==> src/rtl/ps2_keycode_rx_pkg.sv <==
// Shared PS/2 scancode constants, receiver/echo state encodings and the hex-to-ASCII helper.
// The game FSM imports the same scancode values for its start/serve checks.
package ps2_keycode_rx_pkg;

   localparam logic [7:0] SC_BREAK = 8'hF0;
   localparam logic [7:0] SC_EXT   = 8'hE0;
   localparam logic [7:0] SC_UP    = 8'h75;
   localparam logic [7:0] SC_DOWN  = 8'h72;
   localparam logic [7:0] SP_CHAR  = 8'h20;

   typedef enum logic [1:0] {
      ST_IDLE   = 2'd0,
      ST_DATA   = 2'd1,
      ST_PARITY = 2'd2,
      ST_STOP   = 2'd3
   } ps2_state_t;

   typedef enum logic {
      EC_IDLE = 1'b0,
      EC_SEND = 1'b1
   } echo_state_t;

   function automatic logic [7:0] hex_ascii(input logic [3:0] nib);
      return (nib < 4'd10) ? (8'h30 + {4'h0, nib}) : (8'h37 + {4'h0, nib});
   endfunction

endpackage

==> src/rtl/ps2_keycode_rx_uart_echo.sv <==
// Echo path: 4-entry byte FIFO, hex encoder and 8N1 transmitter; built only with PS2_UART_ECHO_EN.
// Commits arriving while the FIFO is full are dropped; the receiver never stalls.
`ifdef PS2_UART_ECHO_EN
module sync_fifo #(
   parameter int WIDTH = 8,
   parameter int DEPTH = 4
) (
   input  logic             clk,
   input  logic             reset,
   input  logic             i_wr_vld,
   input  logic [WIDTH-1:0] i_wr_dat,
   output logic             o_wr_rdy,
   output logic             o_rd_vld,
   output logic [WIDTH-1:0] o_rd_dat,
   input  logic             i_rd_rdy
);
   localparam int AW = (DEPTH > 1) ? $clog2(DEPTH) : 1;

   logic [WIDTH-1:0] r_mem [DEPTH];
   logic [AW-1:0]    r_wr_ptr;
   logic [AW-1:0]    r_rd_ptr;
   logic [AW:0]      r_count;
   logic             w_push;
   logic             w_pop;

   assign o_wr_rdy = (r_count != (AW+1)'(DEPTH));
   assign o_rd_vld = (r_count != '0);
   assign o_rd_dat = r_mem[r_rd_ptr];
   assign w_push   = i_wr_vld && o_wr_rdy;
   assign w_pop    = o_rd_vld && i_rd_rdy;

   always_ff @(posedge clk) begin
      if (w_push) r_mem[r_wr_ptr] <= i_wr_dat;
   end

   always_ff @(posedge clk or posedge reset) begin
      if (reset) begin
         r_wr_ptr <= '0;
         r_rd_ptr <= '0;
         r_count  <= '0;
      end else begin
         if (w_push) r_wr_ptr <= (r_wr_ptr == AW'(DEPTH-1)) ? '0 : r_wr_ptr + AW'(1);
         if (w_pop)  r_rd_ptr <= (r_rd_ptr == AW'(DEPTH-1)) ? '0 : r_rd_ptr + AW'(1);
         case ({w_push, w_pop})
            2'b10:   r_count <= r_count + (AW+1)'(1);
            2'b01:   r_count <= r_count - (AW+1)'(1);
            default: r_count <= r_count;
         endcase
      end
   end
endmodule

module ps2_uart_echo
   import ps2_keycode_rx_pkg::*;
#(
   parameter int CLK_HZ = 100_000_000
) (
   input  logic       clk,
   input  logic       reset,
   input  logic       i_byte_vld,
   input  logic [7:0] i_byte_dat,
   output logic       o_txd
);
   localparam int DIV = (CLK_HZ / 115200 > 0) ? CLK_HZ / 115200 : 1;
   localparam int BW  = $clog2(DIV + 1);

   echo_state_t   r_state;
   logic [7:0]    r_byte;
   logic [1:0]    r_char_idx;
   logic [9:0]    r_frame;
   logic [3:0]    r_bit_idx;
   logic [BW-1:0] r_baud;
   logic          r_txd;
   logic          w_rd_vld;
   logic [7:0]    w_rd_dat;
   logic          w_unused_wr_rdy;

   sync_fifo #(.WIDTH(8), .DEPTH(4)) u_fifo (
      .clk      (clk),
      .reset    (reset),
      .i_wr_vld (i_byte_vld),
      .i_wr_dat (i_byte_dat),
      .o_wr_rdy (w_unused_wr_rdy),
      .o_rd_vld (w_rd_vld),
      .o_rd_dat (w_rd_dat),
      .i_rd_rdy (r_state == EC_IDLE)
   );

   assign o_txd = r_txd;

   // Each byte goes out as three characters: high nibble, low nibble, space.
   always_ff @(posedge clk or posedge reset) begin
      if (reset) begin
         r_state    <= EC_IDLE;
         r_byte     <= '0;
         r_char_idx <= '0;
         r_frame    <= '1;
         r_bit_idx  <= '0;
         r_baud     <= '0;
         r_txd      <= 1'b1;
      end else begin
         case (r_state)
            EC_IDLE: begin
               r_txd <= 1'b1;
               if (w_rd_vld) begin
                  r_byte     <= w_rd_dat;
                  r_char_idx <= 2'd0;
                  r_frame    <= {1'b1, hex_ascii(w_rd_dat[7:4]), 1'b0};
                  r_bit_idx  <= '0;
                  r_baud     <= '0;
                  r_state    <= EC_SEND;
               end
            end
            EC_SEND: begin
               r_txd <= r_frame[0];
               if (r_baud == BW'(DIV-1)) begin
                  r_baud  <= '0;
                  r_frame <= {1'b1, r_frame[9:1]};
                  if (r_bit_idx == 4'd9) begin
                     r_bit_idx <= '0;
                     if (r_char_idx == 2'd2) begin
                        r_state <= EC_IDLE;
                     end else begin
                        r_char_idx <= r_char_idx + 2'd1;
                        r_frame    <= {1'b1, (r_char_idx == 2'd0) ? hex_ascii(r_byte[3:0]) : SP_CHAR, 1'b0};
                     end
                  end else begin
                     r_bit_idx <= r_bit_idx + 4'd1;
                  end
               end else begin
                  r_baud <= r_baud + BW'(1);
               end
            end
            default: r_state <= EC_IDLE;
         endcase
      end
   end
endmodule
`endif

==> src/rtl/ps2_keycode_rx.sv <==
// PS/2 keyboard receiver: sync + glitch filter + frame FSM, 4-byte scancode history and paddle-key held levels.
// Outputs update one cycle after the stop-bit strobe; no backpressure. PS2_UART_ECHO_EN adds the hex UART echo.
module ps2_keycode_rx
   import ps2_keycode_rx_pkg::*;
#(
   parameter int CLK_HZ      = 100_000_000,
   parameter int FILTER_LEN  = 8,
   parameter int TIMEOUT_CYC = 100_000
) (
   input  logic        clk,
   input  logic        reset,
   input  logic        ps2_clk,
   input  logic        ps2_data,
   output logic [31:0] keycode,
   output logic        byte_valid,
   output logic        frame_err,
   output logic        up_held,
   output logic        down_held,
   output logic        uart_txd
);
   localparam int FW = $clog2(FILTER_LEN + 1);
   localparam int TW = $clog2(TIMEOUT_CYC + 1);

   logic [1:0]    r_clk_sync;
   logic [1:0]    r_dat_sync;
   logic          r_filt_clk;
   logic [FW-1:0] r_filt_cnt;
   ps2_state_t    r_state;
   logic [2:0]    r_bit_cnt;
   logic [7:0]    r_shift;
   logic          r_parity;
   logic [TW-1:0] r_timer;
   logic          r_break_pend;
   logic          w_clk_s;
   logic          w_dat_s;
   logic          w_flip;
   logic          w_strobe;

   always_ff @(posedge clk or posedge reset) begin
      if (reset) begin
         r_clk_sync <= 2'b11;
         r_dat_sync <= 2'b11;
      end else begin
         r_clk_sync <= {r_clk_sync[0], ps2_clk};
         r_dat_sync <= {r_dat_sync[0], ps2_data};
      end
   end

   assign w_clk_s  = r_clk_sync[1];
   assign w_dat_s  = r_dat_sync[1];
   assign w_flip   = (w_clk_s != r_filt_clk) && (r_filt_cnt == FW'(FILTER_LEN-1));
   assign w_strobe = w_flip && r_filt_clk;

   // The filtered clock follows only after FILTER_LEN consecutive disagreeing samples.
   always_ff @(posedge clk or posedge reset) begin
      if (reset) begin
         r_filt_clk <= 1'b1;
         r_filt_cnt <= '0;
      end else if (w_clk_s == r_filt_clk) begin
         r_filt_cnt <= '0;
      end else if (w_flip) begin
         r_filt_clk <= w_clk_s;
         r_filt_cnt <= '0;
      end else begin
         r_filt_cnt <= r_filt_cnt + FW'(1);
      end
   end

   always_ff @(posedge clk or posedge reset) begin
      if (reset) begin
         r_state      <= ST_IDLE;
         r_bit_cnt    <= '0;
         r_shift      <= '0;
         r_parity     <= 1'b0;
         r_timer      <= '0;
         r_break_pend <= 1'b0;
         keycode      <= '0;
         byte_valid   <= 1'b0;
         frame_err    <= 1'b0;
         up_held      <= 1'b0;
         down_held    <= 1'b0;
      end else begin
         byte_valid <= 1'b0;
         frame_err  <= 1'b0;
         if (w_strobe) begin
            r_timer <= '0;
            case (r_state)
               ST_IDLE: begin
                  if (!w_dat_s) begin
                     r_state   <= ST_DATA;
                     r_bit_cnt <= '0;
                  end
               end
               ST_DATA: begin
                  r_shift   <= {w_dat_s, r_shift[7:1]};
                  r_bit_cnt <= r_bit_cnt + 3'd1;
                  if (r_bit_cnt == 3'd7) r_state <= ST_PARITY;
               end
               ST_PARITY: begin
                  r_parity <= w_dat_s;
                  r_state  <= ST_STOP;
               end
               ST_STOP: begin
                  r_state <= ST_IDLE;
                  if (w_dat_s && (^{r_shift, r_parity})) begin
                     keycode    <= {keycode[23:0], r_shift};
                     byte_valid <= 1'b1;
                     // E0 is transparent so an extended break (E0 F0 xx) still releases the key.
                     if (r_shift == SC_BREAK) begin
                        r_break_pend <= 1'b1;
                     end else if (r_shift != SC_EXT) begin
                        r_break_pend <= 1'b0;
                        if (r_shift == SC_UP)   up_held   <= ~r_break_pend;
                        if (r_shift == SC_DOWN) down_held <= ~r_break_pend;
                     end
                  end else begin
                     frame_err <= 1'b1;
                  end
               end
               default: r_state <= ST_IDLE;
            endcase
         end else if (r_state != ST_IDLE) begin
            if (r_timer == TW'(TIMEOUT_CYC-1)) begin
               r_state   <= ST_IDLE;
               r_timer   <= '0;
               frame_err <= 1'b1;
            end else begin
               r_timer <= r_timer + TW'(1);
            end
         end else begin
            r_timer <= '0;
         end
      end
   end

`ifdef PS2_UART_ECHO_EN
   ps2_uart_echo #(.CLK_HZ(CLK_HZ)) u_echo (
      .clk        (clk),
      .reset      (reset),
      .i_byte_vld (byte_valid),
      .i_byte_dat (keycode[7:0]),
      .o_txd      (uart_txd)
   );
`else
   // The baud divider is the only consumer of CLK_HZ.
   logic w_unused_cfg;
   assign w_unused_cfg = (CLK_HZ != 0);
   assign uart_txd     = 1'b1;
`endif

endmodule
==> config.mk <==
export PLATFORM = sky130hd
export DESIGN_NAME = ps2_keycode_rx
export DESIGN_NICKNAME = d
export VERILOG_FILES = /design/src/rtl/ps2_keycode_rx_pkg.sv /design/src/rtl/ps2_keycode_rx_uart_echo.sv /design/src/rtl/ps2_keycode_rx.sv
export SDC_FILE = /design/constraint.sdc
export NUM_CORES = 1
export LEC_CHECK = 0
export BUFFER_PORTS_ARGS = -buffer_cell sky130_fd_sc_hd__buf_4
export CORE_MARGIN = 1.5
export CORE_UTILIZATION = 40
export DETAILED_ROUTE_END_ITERATION = 6
export PLACE_DENSITY = 0.64
export SYNTH_ARGS = -nofsm -noshare
export SYNTH_HDL_FRONTEND = slang
export SYNTH_SLANG_ARGS = --single-unit
export TNS_END_PERCENT = 1
==> constraint.sdc <==
create_clock -name clk -period 2.4 [get_ports clk]
set_input_delay 0 -clock clk [delete_from_list [all_inputs] [get_ports clk]]
set_output_delay 0 -clock clk [all_outputs]
set_load 0.005 [all_outputs]
==> results of run 1 <==
-- repair_timing --
action | in CTS | in global routing
hold endpoints to repair | 18 | 0
hold buffers | 3 | 0
gates resized for setup | 0 | 0
-- flip-flops by register name, indices dropped and copies added (netlist names), 2 cells and up --
signal and cells:
r_dat_sync 2, r_filt_cnt 4, r_state 2, keycode 32, r_shift 8, r_bit_cnt 3, r_clk_sync 2, r_timer 17
-- through the flow --
stage          hold WS [ns]  std cells  cell area (um2)  worst slack (ns)   util
6_report              0.181        421             3990             0.199  0.491
5_1_grt               0.208        421             3990             0.107  0.491
4_1_cts               0.168        421             3990             0.195  0.491
3_5_place_dp         0.0144        402             3780             0.216  0.465
3_3_place_gp        0.00815        402             3780             0.258  0.465
2_1_floorplan       0.00448        259             3340             0.303      -
-- power groups by stage --
| stage | logic (uW) | registers (uW) | clock network [uW] |
|---|---|---|---|
| floorplan | 70.0 | 1380 | 0 |
| global placement | 90.9 | 1380 | 0 |
| detailed placement | 94.6 | 1380 | 0 |
| CTS | 98.0 | 1360 | 933 |
| global route | 114 | 1360 | 985 |
| finish | 94.3 | 1360 | 901 |
-- cell usage after synthesis (2+ instances only) --
cell / count / share of area
or3_1: 3 / 0.0056
nor3_1: 7 / 0.010
buf_4: 2 / 0.0045
and3_1: 2 / 0.0037
xnor2_1: 14 / 0.037
nand3_1: 7 / 0.010
xor2_1: 9 / 0.024
ha_1: 8 / 0.030
dfstp_2: 5 / 0.039
mux2_2: 40 / 0.13
buf_6: 4 / 0.013
o31ai_1: 2 / 0.0045
a22o_1: 2 / 0.0052
nor2_1: 23 / 0.026
mux2i_1: 2 / 0.0060
dfrtp_1: 72 / 0.54
nand4_1: 4 / 0.0075
o21ai_0: 6 / 0.0090
and3b_1: 2 / 0.0052
inv_1: 7 / 0.0079
nand2_1: 15 / 0.017
-- worst min-delay path, stage by stage --
cell and delay, ns:
dlygate4sd3_1 0.54, buf_4 0.13, inv_2 0.29
-- metal layers --
layer	vias up	wire length [um]
met5	-	0
met4	0	129
met3	12	163
met2	30	2400
met1	1011	2800
li1	1012	-
-- cell families (layout without fill, tap and decap cells) --
logic type | count (synthesis) | after routing | share of synthesized area
compound gates | 17 | 17 | 0.0341
xor+xnor | 24 | 24 | 0.0671
mux | 42 | 42 | 0.141
flops | 77 | 77 | 0.579
other cells | 1 | 1 | 0.00112
buf+inv | 14 | 71 | 0.0270
simple gates | 76 | 76 | 0.121
fa+ha+maj | 8 | 8 | 0.0300
-- worst paths after layout --
| check | startpoint | endpoint | cells past startpoint | slack, ns |
|---|---|---|---|---|
| min in group clk | ps2_data | r_dat_sync[0] | 2 | 0.30 |
| min | reset | keycode[25] | 3 | 0.18 |
| max | r_shift[2] | keycode[13] | 6 | 0.20 |
| max in group asynchronous | reset | r_dat_sync[1] | 4 | 1.52 |
| min reg2reg | r_dat_sync[0] | r_dat_sync[1] | 0 | 0.36 |
| max reg2reg | r_shift[2] | keycode[13] | 6 | 0.20 |
-- final cells by class --
class / instances / area (um2) / area share
clock buffers: 9 / 124 / 0.0310
clock inverters: 7 / 57.6 / 0.0144
inverters: 7 / 26.3 / 0.00658
multi-input cells: 168 / 1320 / 0.329
flip-flops and latches: 77 / 1930 / 0.484
well taps: 105 / 131 / 0.0329
repair buffers: 48 / 405 / 0.102
==> reports/metrics.csv, run 1 <==
stage;metric;value;unit
critical_path;CP Cell Sequence;xor2_1 > xnor3_1 > xor2_1 > nor3_4 > buf_12 > mux2_2;
pwr;Sw Pwr;591;uW
yosys;Syn. warnings;0;
critical_path;worst-path maximum fanout;34;
clocking;Worst-path clk slew;0.09;ns
global_routing;vias in the first global route;1872;
layout;Fill cells;737;
placement;routability congestion estimate from global placement;0.788;
global_routing;grt ovf;0;
pwr;VDD IR-drop max;0.323;mV
route;Post-DRT Antenna Nets;0;
critical_path;Worst path slowest cell;dfrtp_1;
pwr;Sequential Power Share;0.577;
yosys;mean post-synth cell area;12.9;um2
pwr;Leak;0.00191;uW
pwr;Clk network pwr share;0.383;
global_routing;busiest grt layer;met2;
critical_path;Buf/Inv on CP;1;
critical_path;cell seen most often among critical-path stages;xor2_1;
sta;post-route setup TNS;0;ns
global_routing;pin count of the biggest net entering global routing;62;
critical_path;CP peak stage delay;0.45;ns
pwr;Net Sw Frac;0.251;
layout;Synth-to-Final Area Change;19.6;%
pwr;Logic pwr share;0.040;
sta;final setup vio count;0;
pwr;cell area power density;590;mW/mm2
yosys;Synth Flop Type;dfrtp_1;
route;WL/cell;13.1;um
die;Ports;41;
sta;f_max;454;MHz
clocking;post-CTS setup buffers;0;
route;vias per cell;4.90;
yosys;register area share after synthesis;0.579;
route;Initial DRT Pass Iterations;4;
pwr;P_int;1760;uW
route;Remaining DRCs;0;
yosys;Yosys cell types;44;
die;Die Height;94.4;um
die;FP Rows;33;
layout;# diodes;0;
critical_path;critical path class;register to register;
sta;final slew viol count;0;
route;Post-Route WL;5500;um
flow_run;MaxCap Viol Count;0;
clocking;clock root buffer;clkbuf_8;
clocking;H-Tree Depth;3;
sta;unrepaired setup endpoints after global routing;false;
clocking;CTS tree;done;
clocking;clk buf depth;2;
critical_path;Critical Path RT;2.64;ns
die;Placeable Area;0.00813;mm2
placement;HPWL after DPL;3710;um
die;die area;0.00890;mm2
layout;layout cells sized above 1;0.354;
clocking;CTS Sinks;77;
die;Die Wd;94.4;um
route;Via Count;2065;
global_routing;initial antenna violation count;0;
sta;Setup Skew;0.0144;ns
global_routing;M2 GR Usage;0.187;
global_routing;GR met3 Demand/Resource;0.0411;
yosys;Mapped Cells;259;
global_routing;Global Route met1 Usage;0.185;
critical_path;Arr. time, crit path;2.44;ns
yosys;Post-Syn Area;0.00334;mm2
sta;min Tclk post-route;2.20;ns
layout;commonest non-fill, non-tap cell in the layout;dfrtp_1;
yosys;EDFF count, synth;0;
placement;Port Buffers;39;
layout;commonest non-fill, non-tap cells in the layout;dfrtp_1, buf_4, mux2_2;
hold_path;Hold Path Class;input pin to asynchronous set/reset pin;
sta;Final period util;0.917;
critical_path;Largest delay share family, worst path;XOR/XNOR gates;
run_status;status;complete, no violations;
layout;nets@finish;323;
route;Starting DRT DRC Count;91;
die;Starting Density;0.410;
critical_path;crit start category;register;
global_routing;GRT Overall Usage;0.134;
global_routing;first-pass GRT wire length;9070;um
yosys;syn_nets;271;
critical_path;CP Capture Type;register;
pwr;Final Total Pwr;2350;uW
yosys;post-synthesis register bit count;77;
yosys;asr flop ratio synth;1.00;
sta;final hold vios;0;
clocking;Skew-Pair Late Insertion Delay;0.36;ns
clocking;TritonCTS buffer count;9;
Power figures use the tool's default switching activity.
==> inputs of run 2 (changes only) <==
--- a/config.mk
+++ b/config.mk
@@ -9,7 +9,7 @@
 export CORE_MARGIN = 1.5
 export CORE_UTILIZATION = 40
 export DETAILED_ROUTE_END_ITERATION = 6
-export PLACE_DENSITY = 0.64
+export PLACE_DENSITY = 0.59
 export SYNTH_ARGS = -nofsm -noshare
 export SYNTH_HDL_FRONTEND = slang
 export SYNTH_SLANG_ARGS = --single-unit
==> reports/metrics.csv, run 2 (same netlist as run 1, synthesis figures left out) <==
stage;metric;value;unit;change
run_status;status;complete, no violations;;
critical_path;CP Launch Point;r_timer[5];;
flow_run;MaxCap Viol Count;0;;unchanged
sta;f_max;453;MHz;-0.30%
layout;number of flip-flops under the largest register name;32;;unchanged
clocking;TritonCTS buffer count;9;;unchanged
clocking;clock root buffer;clkbuf_8;;
layout;Final Cell Area;0.00402;mm2;+0.63%
sta;Setup Skew;0.00839;ns;-0.00603 ns
sta;final hold vios;0;;unchanged
die;Ports;41;;unchanged
pwr;VDD IR-drop max;0.236;mV;-27%
route;Remaining DRCs;0;;unchanged
critical_path;CP Cell Sequence;or4b_1 > or4_4 > nor4_2 > o22ai_1 > mux2i_1;;
clocking;post-CTS setup buffers;0;;unchanged
clocking;H-Tree Depth;3;;unchanged
sta;final slew viol count;0;;unchanged
critical_path;critical path class;register to register;;
sta;relative slew slack;0.579;;
sta;Final period util;0.920;;+0.00278
global_routing;GR met3 Demand/Resource;0.0427;;+0.00161
sta;Worst Max-Slew Pin Slew;0.630;ns;
die;Die Wd;94.4;um;unchanged
layout;# diodes;0;;unchanged
die;Starting Density;0.410;;unchanged
critical_path;Arr. time, crit path;2.43;ns;about the same
global_routing;Global Route met1 Usage;0.195;;+0.0103
placement;routability congestion estimate from global placement;0.726;;-7.8%
layout;Top reg by flops;keycode;;
die;Placeable Area;0.00813;mm2;unchanged
route;Via Count;2062;;-0.15%
layout;Synth-to-Final Area Change;20.4;%;
clocking;Worst-path clk slew;0.08;ns;about the same
critical_path;worst-path maximum fanout;5;;-85%
critical_path;R2R Path Start;r_timer[5];;
layout;nets@finish;324;;+0.31%
route;vias per cell;4.90;;-0.15%
clocking;Post-CTS Hold Fix Bufs;3;;unchanged
clocking;CTS tree;done;;
global_routing;vias in the first global route;1998;;+6.7%
global_routing;M2 GR Usage;0.206;;+0.0192
die;Die Height;94.4;um;unchanged
clocking;Skew-Pair Late Insertion Delay;0.35;ns;about the same
global_routing;busiest grt layer;met2;;
critical_path;CP peak stage delay;0.53;ns;+0.08 ns
sta;unrepaired setup endpoints after global routing;false;;
clocking;Post-CTS Resized;0;;unchanged
global_routing;first-pass GRT wire length;9710;um;+7.0%
sta;final setup vio count;0;;unchanged
route;Starting DRT DRC Count;59;;-35%
pwr;Leak;0.00193;uW;+1.3%
layout;Fill cells;710;;-3.7%
sta;min Tclk post-route;2.21;ns;+0.00666 ns
route;Post-DRT Antenna Nets;0;;unchanged
route;Initial DRT Pass Iterations;4;;unchanged
clocking;CTS Sinks;77;;unchanged
critical_path;WP depth;5;;-1
route;Post-Route WL;5750;um;+4.5%
critical_path;CP Capture Type;register;;
placement;dpl cell area;0.00378;mm2;-0.13%
critical_path;FF-to-FF setup slack;0.19;ns;about the same
placement;HPWL after DPL;3950;um;+6.5%
layout;top flop regs;keycode x32, r_timer x17, r_shift x8;;
critical_path;crit start category;register;;
pwr;cell area power density;625;mW/mm2;+6.0%
global_routing;pin count of the biggest net entering global routing;36;;-42%
die;FP Rows;33;;unchanged
global_routing;grt ovf;0;;unchanged
critical_path;Worst path slowest cell;or4b_1;;
layout;commonest non-fill, non-tap cell in the layout;dfrtp_1;;
critical_path;Critical Path RT;2.62;ns;-0.02 ns
layout;layout cells sized above 1;0.354;;unchanged
sta;post-route setup TNS;0;ns;unchanged
critical_path;Buf/Inv on CP;0;;-1
die;die area;0.00890;mm2;unchanged
global_routing;initial antenna violation count;0;;unchanged
placement;Port Buffers;39;;unchanged
global_routing;GRT Overall Usage;0.145;;+0.0109
pwr;Final Total Pwr;2510;uW;+6.6%
route;WL/cell;13.7;um;+4.5%
hold_path;Hold Path Class;input pin to asynchronous set/reset pin;;
critical_path;Reg2Reg Capture Point;r_state[0];;
critical_path;r2r worst-path depth;5;;-1
layout;commonest non-fill, non-tap cells in the layout;dfrtp_1, buf_4, mux2_2;;
critical_path;Largest delay share family, worst path;simple AND/OR/NAND/NOR gates;;
clocking;clk buf depth;2;;unchanged
-- run 2: cell count changes in the layout (fill, tap and decap cells not counted), sizes merged --
cell	delta
buf	+1
bufinv	+2
inv	-2
clkinv	+2
clkinvlp	-3
-- run 2: routing by layer --
| layer | wire length [um] | vias up |
|---|---|---|
| met4 | 99 | 0 |
| met5 | 0 | - |
| met1 | 2900 | 1015 |
| met2 | 2550 | 30 |
| li1 | - | 1007 |
| met3 | 200 | 10 |
-- run 2: report_power, final --
| part | internal [uW] | switching [uW] |
|---|---|---|
| Clock | 581 | 473 |
| Sequential | 1330 | 24.1 |
| Combinational | 41.7 | 54.9 |
| Total | 1960 | 552 |
-- run 2: final cells by class --
type	count	area (um2)	share of cell area
Multi-Input combinational cell	168	1320	0.327
Tap cell	105	131	0.0327
Sequential cell	77	1930	0.481
Clock buffer	9	124	0.0308
Inverter	7	26.3	0.00654
Timing Repair Buffer	49	400	0.0997
Clock inverter	6	87.6	0.0218
-- run 2: worst max path at each step --
stage / end
final: r_state[0]
after global routing: r_timer[10]
after CTS: r_timer[9]
after detailed placement: r_timer[6]
after global placement: r_timer[13]
after floorplan: r_timer[11]
-- run 2: through the flow --
step	hold slack (ns)	cells	setup slack, ns	util
floorplan	0.00448	259	0.303	-
finish	0.281	421	0.192	0.494
detailed placement	0.111	403	0.240	0.464
global placement	0.110	403	0.268	0.464
global route	0.276	421	0.0722	0.494
CTS	0.278	421	0.190	0.494
-- run 2: worst register-to-register path, delay by kind of cell (launching register included) --
family	cells	cell delay, ns
simple gates	3	1.32
compound gates	1	0.16
mux	1	0.16
flops	1	0.43
==> inputs of run 3 (changes only) <==
--- a/config.mk
+++ b/config.mk
@@ -10,6 +10,7 @@
 export CORE_UTILIZATION = 40
 export DETAILED_ROUTE_END_ITERATION = 6
 export PLACE_DENSITY = 0.59
+export RECOVER_POWER = 50
 export SYNTH_ARGS = -nofsm -noshare
 export SYNTH_HDL_FRONTEND = slang
 export SYNTH_SLANG_ARGS = --single-unit
==> reports/metrics.csv, run 3 (same netlist as run 1, synthesis figures left out) <==
stage;metric;value;unit;change
run_status;status;complete, no violations;;
sta;final setup vio count;0;;unchanged
clocking;Post-CTS Resized;0;;unchanged
clocking;clk buf depth;2;;unchanged
layout;top flop regs;keycode x32, r_timer x17, r_shift x8;;
pwr;Logic pwr share;0.037;;about the same
layout;commonest non-fill, non-tap cells in the layout;dfrtp_1, mux2_2, clkbuf_4;;
critical_path;Worst path slowest cell;or4b_1;;
die;die area;0.00890;mm2;unchanged
critical_path;CP Capture Type;register;;
clocking;clock root buffer;clkbuf_8;;
route;Top Metal Used;met4;;
placement;dpl cell area;0.00378;mm2;unchanged
clocking;Post-CTS Hold Fix Bufs;3;;unchanged
sta;final slew viol count;0;;unchanged
layout;# diodes;0;;unchanged
layout;layout cells sized above 1;0.351;;-0.00316
layout;Top reg by flops;keycode;;
global_routing;initial antenna violation count;0;;unchanged
pwr;VDD IR-drop max;0.236;mV;about the same
sta;Final period util;0.918;;-0.00152
sta;relative slew slack;0.277;;-0.302
sta;unrepaired setup endpoints after global routing;false;;
flow_run;MaxCap Viol Count;0;;unchanged
route;Post-DRT Antenna Nets;0;;unchanged
clocking;TritonCTS buffer count;9;;unchanged
die;FP Rows;33;;unchanged
critical_path;R2R Path Start;r_timer[5];;
sta;Setup Skew;0.00850;ns;+0.000107 ns
critical_path;Critical Path RT;2.62;ns;about the same
clocking;CTS Sinks;77;;unchanged
pwr;Net Sw Frac;0.220;;+0.000557
placement;routability congestion estimate from global placement;0.726;;unchanged
global_routing;GRT Overall Usage;0.145;;unchanged
pwr;cell area power density;627;mW/mm2;+0.29%
layout;Final Cell Area;0.00400;mm2;-0.37%
layout;commonest non-fill, non-tap cell in the layout;dfrtp_1;;
route;Metal-1 WL;2900;um;+0.10%
route;WL/cell;13.6;um;-0.37%
die;Placeable Area;0.00813;mm2;unchanged
layout;nets@finish;324;;unchanged
global_routing;grt ovf;0;;unchanged
route;WL met2;2520;um;-1.3%
pwr;Leak;0.00190;uW;-1.3%
layout;fin util;0.492;;-0.00185
route;vias per cell;4.90;;about the same
global_routing;first-pass GRT wire length;9710;um;unchanged
sta;f_max;454;MHz;+0.17%
global_routing;pin count of the biggest net entering global routing;36;;unchanged
global_routing;vias in the first global route;1998;;unchanged
pwr;Clk network pwr share;0.421;;about the same
clocking;CTS tree;done;;
route;Initial DRT Pass Iterations;4;;unchanged
layout;Layout Cells excl Fill;421;;unchanged
clocking;Skew-Pair Late Insertion Delay;0.35;ns;about the same
sta;min Tclk post-route;2.20;ns;-0.00364 ns
hold_path;Hold Path Class;input pin to register;;
die;Die Wd;94.4;um;unchanged
sta;final hold vios;0;;unchanged
critical_path;CP peak stage delay;0.53;ns;about the same
die;Starting Density;0.410;;unchanged
critical_path;critical path class;register to register;;
sta;Worst Max-Slew Pin Slew;1.08;ns;+0.453 ns
critical_path;worst-path maximum fanout;5;;unchanged
placement;dpl cells;403;;unchanged
pwr;Sw Pwr;553;uW;+0.17%
route;met3 wire length;196;um;-2.0%
critical_path;crit start category;register;;
clocking;Worst-path clk slew;0.08;ns;about the same
route;Starting DRT DRC Count;53;;-10%
placement;HPWL after DPL;3950;um;unchanged
sta;post-route setup TNS;0;ns;unchanged
pwr;Sequential Power Share;0.542;;about the same
critical_path;Arr. time, crit path;2.42;ns;about the same
route;Post-Route WL;5730;um;-0.37%
critical_path;CP Cell Sequence;or4b_1 > or4_4 > nor4_2 > o22ai_1 > mux2i_1;;
die;Ports;41;;unchanged
route;Remaining DRCs;0;;unchanged
clocking;H-Tree Depth;3;;unchanged
clocking;post-CTS setup buffers;0;;unchanged
hold_path;hold_sp;ps2_clk;;
die;Die Height;94.4;um;unchanged
layout;number of flip-flops under the largest register name;32;;unchanged
placement;Port Buffers;39;;unchanged
critical_path;CP Launch Point;r_timer[5];;
route;Via Count;2061;;-0.048%
pwr;P_int;1950;uW;-0.15%
layout;Synth-to-Final Area Change;19.9;%;
[run 3: changes by cell type in the layout (fill, tap and decap cells not counted)]
cell      change
buf_12        -1
buf_4        -39
clkbuf_2      +1
clkbuf_4     +39
inv_1         +1
inv_2         -1
[run 3: final cells by class]
| class | count | area [um2] |
|---|---|---|
| timing repair buffer | 49 | 385 |
| inverter | 7 | 26.3 |
| clock inverter | 6 | 87.6 |
| tap | 105 | 131 |
| clock buffer | 9 | 124 |
| fill | 712 | 4130 |
| multi-input combinational | 168 | 1320 |
| sequential | 77 | 1930 |
[run 3: metrics by stage]
step | hold slack [ns] | setup slack (ns) | total power (uW)
3_3_place_gp | 0.110 | 0.268 | 1480
3_5_place_dp | 0.111 | 0.240 | 1480
2_1_floorplan | 0.00448 | 0.303 | 1450
5_1_grt | 0.286 | 0.0722 | 2610
4_1_cts | 0.278 | 0.190 | 2550
6_report | 0.303 | 0.196 | 2510
[run 3: final timing paths]
path	end	slack (ns)	cells past startpoint
hold / removal	r_clk_sync[0]	0.30	2
setup / recovery	r_state[0]	0.20	5
hold reg to reg	r_dat_sync[1]	0.36	0
min in group asynchronous	keycode[13]	0.46	3
max in group asynchronous	byte_valid	0.49	4
setup reg to reg	r_state[0]	0.20	5
[run 3: power groups by stage]
stage                     sequential [uW]  clock [uW]  combinational (uW)
after floorplan                      1380           0                70.0
after global placement               1380           0                93.0
after detailed placement             1380           0                93.8
after CTS                            1360        1090                 101
after global routing                 1360        1140                 108
final                                1360        1060                93.0
[run 3: worst max-delay path: cells and delay by family, from the launching register on]
| kind | cells | cell delay (ns) |
|---|---|---|
| and+or+nand+nor | 3 | 1.32 |
| DFF | 1 | 0.43 |
| muxes | 1 | 0.16 |
| AOI/OAI and AO/OA | 1 | 0.16 |
[run 3: per-layer routing]
| metal | track usage | vias to the layer above |
|---|---|---|
| met4 | 0.0821 | 0 |
| met2 | 0.206 | 33 |
| li1 | - | 1009 |
| met1 | 0.195 | 1008 |
| met5 | 0 | - |
| met3 | 0.0427 | 11 |
